--- src/rtl/aes_round_sequencer_if.sv ---
// ---------------------------------------------------------------------------
// aes_round_sequencer_if
//
// Bundles every non-clock signal of the iterative AES round sequencer:
//   start_valid/start_ready/plaintext : block input handshake
//   rk_idx/round_key                  : round-key lookup into the key store
//   rnd_state/rnd_final/rnd_result    : loop through the external round unit
//   out_valid/out_ready/ciphertext    : result handshake
//   busy                              : controller is not idle
//
// slave  : view used by the sequencer itself
// master : view used by whatever surrounds it (system, key store, round unit)
// ---------------------------------------------------------------------------
interface aes_round_sequencer_if;
  logic         start_valid;
  logic         start_ready;
  logic [127:0] plaintext;
  logic [3:0]   rk_idx;
  logic [127:0] round_key;
  logic [127:0] rnd_state;
  logic         rnd_final;
  logic [127:0] rnd_result;
  logic         out_valid;
  logic         out_ready;
  logic [127:0] ciphertext;
  logic         busy;

  modport slave (
    input  start_valid, plaintext, round_key, rnd_result, out_ready,
    output start_ready, rk_idx, rnd_state, rnd_final, out_valid, ciphertext, busy
  );

  modport master (
    output start_valid, plaintext, round_key, rnd_result, out_ready,
    input  start_ready, rk_idx, rnd_state, rnd_final, out_valid, ciphertext, busy
  );
endinterface

--- src/rtl/aes_round_sequencer.sv ---
// ---------------------------------------------------------------------------
// aes_round_sequencer
//
// Iterative AES encryption controller. Holds the 128-bit cipher state and
// walks one external single-round unit over NR rounds, applying AddRoundKey
// itself with keys fetched by index from an external key-expansion store.
//
// Ports:
//   clk    : single clock, rising edge
//   reset  : asynchronous, active-high; aborts any block in flight
//   bus    : aes_round_sequencer_if.slave
//            start_valid/start_ready/plaintext  - accept a block
//            rk_idx -> round_key                - combinational key lookup
//            rnd_state/rnd_final -> rnd_result  - combinational round unit
//            out_valid/out_ready/ciphertext     - deliver the result
//            busy                               - FSM is not IDLE
//
// Parameters:
//   NK : key length in 32-bit words (4/6/8), only checked against NR
//   NR : number of cipher rounds (10/12/14)
// ---------------------------------------------------------------------------
module aes_round_sequencer #(
  parameter int NK = 4,
  parameter int NR = 10
) (
  input logic                   clk,
  input logic                   reset,
  aes_round_sequencer_if.slave  bus
);

  typedef enum logic [1:0] {
    IDLE  = 2'd0,
    ROUND = 2'd1,
    DONE  = 2'd2
  } FsmState;

  localparam logic [3:0] LAST_ROUND = 4'(NR);

  FsmState      r_fsm;
  FsmState      w_fsmNext;
  logic [127:0] r_blockState;
  logic [127:0] r_ciphertext;
  logic [3:0]   r_roundCnt;
  logic [127:0] w_roundOut;
  logic [3:0]   w_rkIdx;
  logic         w_startReady;
  logic         w_outValid;
  logic         w_rndFinal;
  logic         w_loadInit;
  logic         w_loadRound;
  logic         w_lastRound;

  // AES only defines NR = NK + 6; any other pairing is a wiring mistake.
  generate
    if (NR != NK + 6) begin : g_paramCheck
      $error("aes_round_sequencer: NR (%0d) must equal NK + 6 (NK = %0d)", NR, NK);
    end
  endgenerate

  assign w_lastRound = (r_roundCnt == LAST_ROUND);

  // AddRoundKey on top of the external round unit's result.
  assign w_roundOut = bus.rnd_result ^ bus.round_key;

  // State register for the controller; reset drops straight back to IDLE so
  // out_valid and busy fall without waiting for a clock.
  always_ff @(posedge clk or posedge reset) begin
    if (reset) begin
      r_fsm <= IDLE;
    end else begin
      r_fsm <= w_fsmNext;
    end
  end

  // Next-state and control decode. IDLE presents key 0 so the initial
  // AddRoundKey can be done on the accept edge; ROUND presents the key for
  // the current round and flags the last one so MixColumns is skipped.
  always_comb begin
    w_fsmNext    = r_fsm;
    w_startReady = 1'b0;
    w_outValid   = 1'b0;
    w_rkIdx      = 4'd0;
    w_rndFinal   = 1'b0;
    w_loadInit   = 1'b0;
    w_loadRound  = 1'b0;
    case (r_fsm)
      IDLE: begin
        w_startReady = 1'b1;
        if (bus.start_valid) begin
          w_loadInit = 1'b1;
          w_fsmNext  = ROUND;
        end
      end
      ROUND: begin
        w_rkIdx     = r_roundCnt;
        w_rndFinal  = w_lastRound;
        w_loadRound = 1'b1;
        if (w_lastRound) begin
          w_fsmNext = DONE;
        end
      end
      DONE: begin
        w_outValid = 1'b1;
        if (bus.out_ready) begin
          w_fsmNext = IDLE;
        end
      end
      default: begin
        w_fsmNext = IDLE;
      end
    endcase
  end

  // Cipher state, round counter and result holding register. The result is
  // captured separately on the final round so it survives the handshake and
  // stays put until the next block completes, even while the working state
  // is being overwritten by a later block.
  always_ff @(posedge clk or posedge reset) begin
    if (reset) begin
      r_blockState <= '0;
      r_roundCnt   <= 4'd0;
      r_ciphertext <= '0;
    end else if (w_loadInit) begin
      r_blockState <= bus.plaintext ^ bus.round_key;
      r_roundCnt   <= 4'd1;
    end else if (w_loadRound) begin
      r_blockState <= w_roundOut;
      if (w_lastRound) begin
        r_ciphertext <= w_roundOut;
      end else begin
        r_roundCnt <= r_roundCnt + 4'd1;
      end
    end
  end

  // start_ready is held low while reset is asserted so nothing is offered
  // as acceptable before the controller is actually running.
  assign bus.start_ready = w_startReady & ~reset;
  assign bus.out_valid   = w_outValid;
  assign bus.rk_idx      = w_rkIdx;
  assign bus.rnd_final   = w_rndFinal;
  assign bus.rnd_state   = r_blockState;
  assign bus.ciphertext  = r_ciphertext;
  assign bus.busy        = (r_fsm != IDLE);

endmodule

--- src/flat_wrapper.sv ---
// flat-port wrapper written by rule: the top's interface ports become plain ports
module aes_round_sequencer_flat 
#(
  parameter int NK = 4,
  parameter int NR = 10
)
  (clk, reset, bus_start_valid, bus_plaintext, bus_round_key, bus_rnd_result, bus_out_ready, bus_start_ready, bus_rk_idx, bus_rnd_state, bus_rnd_final, bus_out_valid, bus_ciphertext, bus_busy);
  aes_round_sequencer_if bus_i ();
  input logic clk;
  input logic reset;
  input wire logic [$bits(bus_i.start_valid)-1:0] bus_start_valid;
  input wire logic [$bits(bus_i.plaintext)-1:0] bus_plaintext;
  input wire logic [$bits(bus_i.round_key)-1:0] bus_round_key;
  input wire logic [$bits(bus_i.rnd_result)-1:0] bus_rnd_result;
  input wire logic [$bits(bus_i.out_ready)-1:0] bus_out_ready;
  output wire logic [$bits(bus_i.start_ready)-1:0] bus_start_ready;
  output wire logic [$bits(bus_i.rk_idx)-1:0] bus_rk_idx;
  output wire logic [$bits(bus_i.rnd_state)-1:0] bus_rnd_state;
  output wire logic [$bits(bus_i.rnd_final)-1:0] bus_rnd_final;
  output wire logic [$bits(bus_i.out_valid)-1:0] bus_out_valid;
  output wire logic [$bits(bus_i.ciphertext)-1:0] bus_ciphertext;
  output wire logic [$bits(bus_i.busy)-1:0] bus_busy;
  assign bus_i.start_valid = bus_start_valid;
  assign bus_i.plaintext = bus_plaintext;
  assign bus_i.round_key = bus_round_key;
  assign bus_i.rnd_result = bus_rnd_result;
  assign bus_i.out_ready = bus_out_ready;
  assign bus_start_ready = bus_i.start_ready;
  assign bus_rk_idx = bus_i.rk_idx;
  assign bus_rnd_state = bus_i.rnd_state;
  assign bus_rnd_final = bus_i.rnd_final;
  assign bus_out_valid = bus_i.out_valid;
  assign bus_ciphertext = bus_i.ciphertext;
  assign bus_busy = bus_i.busy;
  aes_round_sequencer #(.NK(NK), .NR(NR)) u_core (.clk(clk), .reset(reset), .bus(bus_i));
endmodule
--- config.mk ---
export PLATFORM = sky130hd
export DESIGN_NAME = aes_round_sequencer_flat
export DESIGN_NICKNAME = d
export VERILOG_FILES = /design/src/rtl/aes_round_sequencer_if.sv /design/src/rtl/aes_round_sequencer.sv /design/src/flat_wrapper.sv
export SDC_FILE = /design/constraint.sdc
export NUM_CORES = 1
export LEC_CHECK = 0
export CORE_AREA = 3 3 255 257
export CTS_BUF_LIST = sky130_fd_sc_hd__clkbuf_4
export DETAILED_ROUTE_END_ITERATION = 6
export DIE_AREA = 0 0 258 260
export DONT_BUFFER_PORTS = 1
export SYNTH_ARGS = -nofsm -noshare
export SYNTH_HDL_FRONTEND = slang
export SYNTH_SLANG_ARGS = --single-unit
--- constraint.sdc ---
create_clock -name clk -period 12.7 [get_ports clk]
set_input_delay 2.54 -clock clk [delete_from_list [all_inputs] [get_ports clk]]
set_output_delay 2.54 -clock clk [all_outputs]
set_load 0.005 [all_outputs]
==> impl_results.md <==
- Net count after synthesis: between 1500 and 2000
- Post_cts resized: 0
- FF-to-FF setup slack: approximately 9.0 ns
- Largest net degree at the start of global routing: between 100 and 150
- Post-Syn Instances: roughly 1500
- Clock Sinks: around 260
- Number of max-cap violations: 0
- Hold EP: u_core.bus.ciphertext[79]
- Netlist cell types: 39
- Detailed Routing Iterations Pass 1: 5
- Worst-path fanout max: 75
- Ports: about 650
- Worst Path Required: ~10 ns
- R2r endpoint: u_core.bus.ciphertext[38]
- Drc violations: 0
- Post-synth EDFFs: 0
- Biggest area consumer among synthesized cells: dfrtp_1
- Clock Skew: between 0.04 and 0.05 ns
- Top achievable clock speed: between 0.15 and 0.2 GHz
- Die area: 67100 µm²
- Area grow syn2layout: 10.5%
- Yosys reg bits: 262
- Setup TNS Final: 0 ns
- Initial antenna violation count: 5
- Startpoint Class: flop
- Root cell of the clock tree: clkbuf_4
- DP Wirelength: between 40000 and 50000 µm
- Hold Path Class: reg2reg
- Yosys Warn Count: 0
- Port Buf Inserts: 0
- Ranking of synthesized cells by area: dfrtp_1, mux2_1, xor2_1
- Starting Density: around a quarter
- Post-route ant nets: 0
- Hold_sp: u_core.bus.ciphertext[79]
- Cell area after synthesis: roughly 16000 µm²
- Synth Flop Type: dfrtp_1
- Rel. slew slack: roughly 27%
- Die X: 258 µm
- Hold path cells: 1
- Chip height: 260 µm
- Post-synthesis sequential area ratio: around two fifths
- All-layer global routing usage: around 16%
- Placed cells: 2295
- Critical path origin: u_core.r_fsm[0]
- Reg2reg path depth: 5
- Routed wire length: 57400 µm
- CTS max path bufs: 3
- CTS HTree Levels: 3
- Hold Vio Cnt, Final: 0
- Slew Limit Fails: 0
- Crit end category: output pin
- Run status: finished, final reports clean
- Post-synth ARST share: 100%
- Vias/cell: approximately 5.2
- Latest clock arrival within the worst-skew pair: 0.79 ns
- Critical path class: reg2out
- Reg clk slew, reported paths: roughly 0.060 ns
- CTS tree: built
- Power Density: between 150 and 200 nW/µm²
- Post-CTS Setup Inserts: 0
- Crit share post-route: around 43%
- Slew @ Worst Pin: ~1.1 ns
- Drt wl/cell: approximately 24 µm
- First-pass GRT wire length: roughly 84000 µm
- Fin cells: between 2000 and 2500
- Routability Congestion: about 0.88
- Syn avg cell area: about 10 µm²
- Crit path time final: between 5 and 6 ns
- CTS Hold Bufs: 0
- Critical path data arrival time: 2.94 ns
- Iter 0 DRT Violations: ~840
- Vias in the first global route: ~13000
- Core area: between 60000 and 70000 µm²
- RSZ-0062 raised after global routing: no
- Via count: between 10000 and 15000
- Total gr overflow: 0
- Pleak: a little over 7 nW
- Share of layout cells above drive strength 1: 11.4%
- Worst IR drop on VDD: approximately 0.082 mV
- Row cnt: between 90 and 100
- Final setup fails: 0
- Top-area cell type share of the netlist area: 42.0%
- Num CTS Buffers: 79
- Reg-to-Reg Start: u_core.r_fsm[0]
- Nets: between 1500 and 2000
layout make-up:
| type | count | area (µm²) |
|---|---|---|
| clock buffer | 108 | 811 |
| inverter | 134 | 510 |
| tap | 846 | 1060 |
| timing repair buffer | 16 | 120 |
| multi-input combinational | 1037 | 8040 |
| clock inverter | 22 | 134 |
| fill | 6655 | 45700 |
| antenna | 5 | 12.5 |
| sequential | 262 | 6560 |
cells by family (layout without fill, tap and decap cells):
kind of cell | count (synthesis) | count (layout) | synth area share [%]
AO/OA/AOI/OAI | 396 | 396 | 20.3
AND/OR/NAND/NOR | 383 | 383 | 14.4
flip-flops | 262 | 262 | 42.0
buffers and inverters | 246 | 280 | 6.71
XOR/XNOR | 128 | 128 | 7.18
multiplexers | 128 | 128 | 9.23
adder cells (fa/ha/maj) | 2 | 2 | 0.160
other | 0 | 5 | 0
worst max-delay path, cell delays in order, from the launching register on:
cell and delay [ns]:
dfrtp_4 1.00, nand2b_1 0.32, nor4_4 0.24, buf_4 0.59
Yosys cell counts (2+ instances only):
cell type,n
buf_6,10
o2111ai_1,121
buf_4,2
ha_1,2
clkbuf_1,53
buf_1,14
inv_1,134
o32a_1,7
dfrtp_1,262
mux2_2,28
buf_2,33
xor2_1,128
nand3b_1,122
and3b_1,2
nand2_1,121
o211ai_1,121
nor2_1,5
o221a_2,7
a21boi_0,121
mux2_1,100
a221oi_1,7
o21ai_0,2
a21oi_1,4
nand2b_1,124
routing by layer:
metal  vias up  share of wire (%)  GRT usage, %
li1       5565                  -             -
met1      6347                 36          17.3
met2       659                 50          27.5
met3       146                 11          7.11
met4         2                3.5          6.94
met5         -              0.023             0
sequential cells by signal (all words and copies together) (netlist names):
name,flops
u_core.r_fsm,2
u_core.r_roundCnt,4
u_core.bus.ciphertext,128
u_core.bus.rnd_state,128
power by group:
part	internal (mW)	total, mW	leakage, nW	switching [mW]
logic	0.410	0.926	3.49	0.516
clock network	0.413	0.821	0.567	0.408
registers	1.20	1.59	3.22	0.393
through the flow:
step | total power [mW] | setup WS (ns) | hold WS, ns | util, % | instance area, µm²
after floorplan | 2.17 | 2.95 | 0.483 | - | 15600
final | 3.34 | 7.22 | 0.517 | 27.4 | 17200
after detailed placement | 2.54 | 7.33 | 0.507 | 25.9 | 16300
after global placement | 2.49 | 7.32 | 0.504 | 25.9 | 16300
after global routing | 3.57 | 6.88 | 0.533 | 27.4 | 17200
after CTS | 3.40 | 6.97 | 0.522 | 27.4 | 17200
how the worst max path moves through the flow:
stage	endpoint	slack, ns
detailed placement	bus_start_ready	7.33
finish	bus_rnd_final	7.22
global placement	bus_start_ready	7.32
global route	bus_rnd_final	6.88
floorplan	u_core.bus.ciphertext[0]	2.95
CTS	bus_rnd_final	6.97
cell usage in the layout, fill, tap and decap left out, types with 3 or more instances in the layout:
cell type,synthesis,routed
a21boi_0,121,121
a21oi_1,4,4
a221oi_1,7,7
buf_4,2,16
clkbuf_4,0,108
clkinv_1,0,10
clkinv_2,0,5
clkinv_4,0,3
dfrtp_1,262,261
diode_2,0,5
inv_1,134,133
mux2_1,100,100
mux2_2,28,28
nand2_1,121,121
nand2b_1,124,123
nand3b_1,122,122
nor2_1,5,5
o2111ai_1,121,121
o211ai_1,121,121
o221a_2,7,7
o32a_1,7,7
xor2_1,128,128
Power figures use the tool's default switching activity.
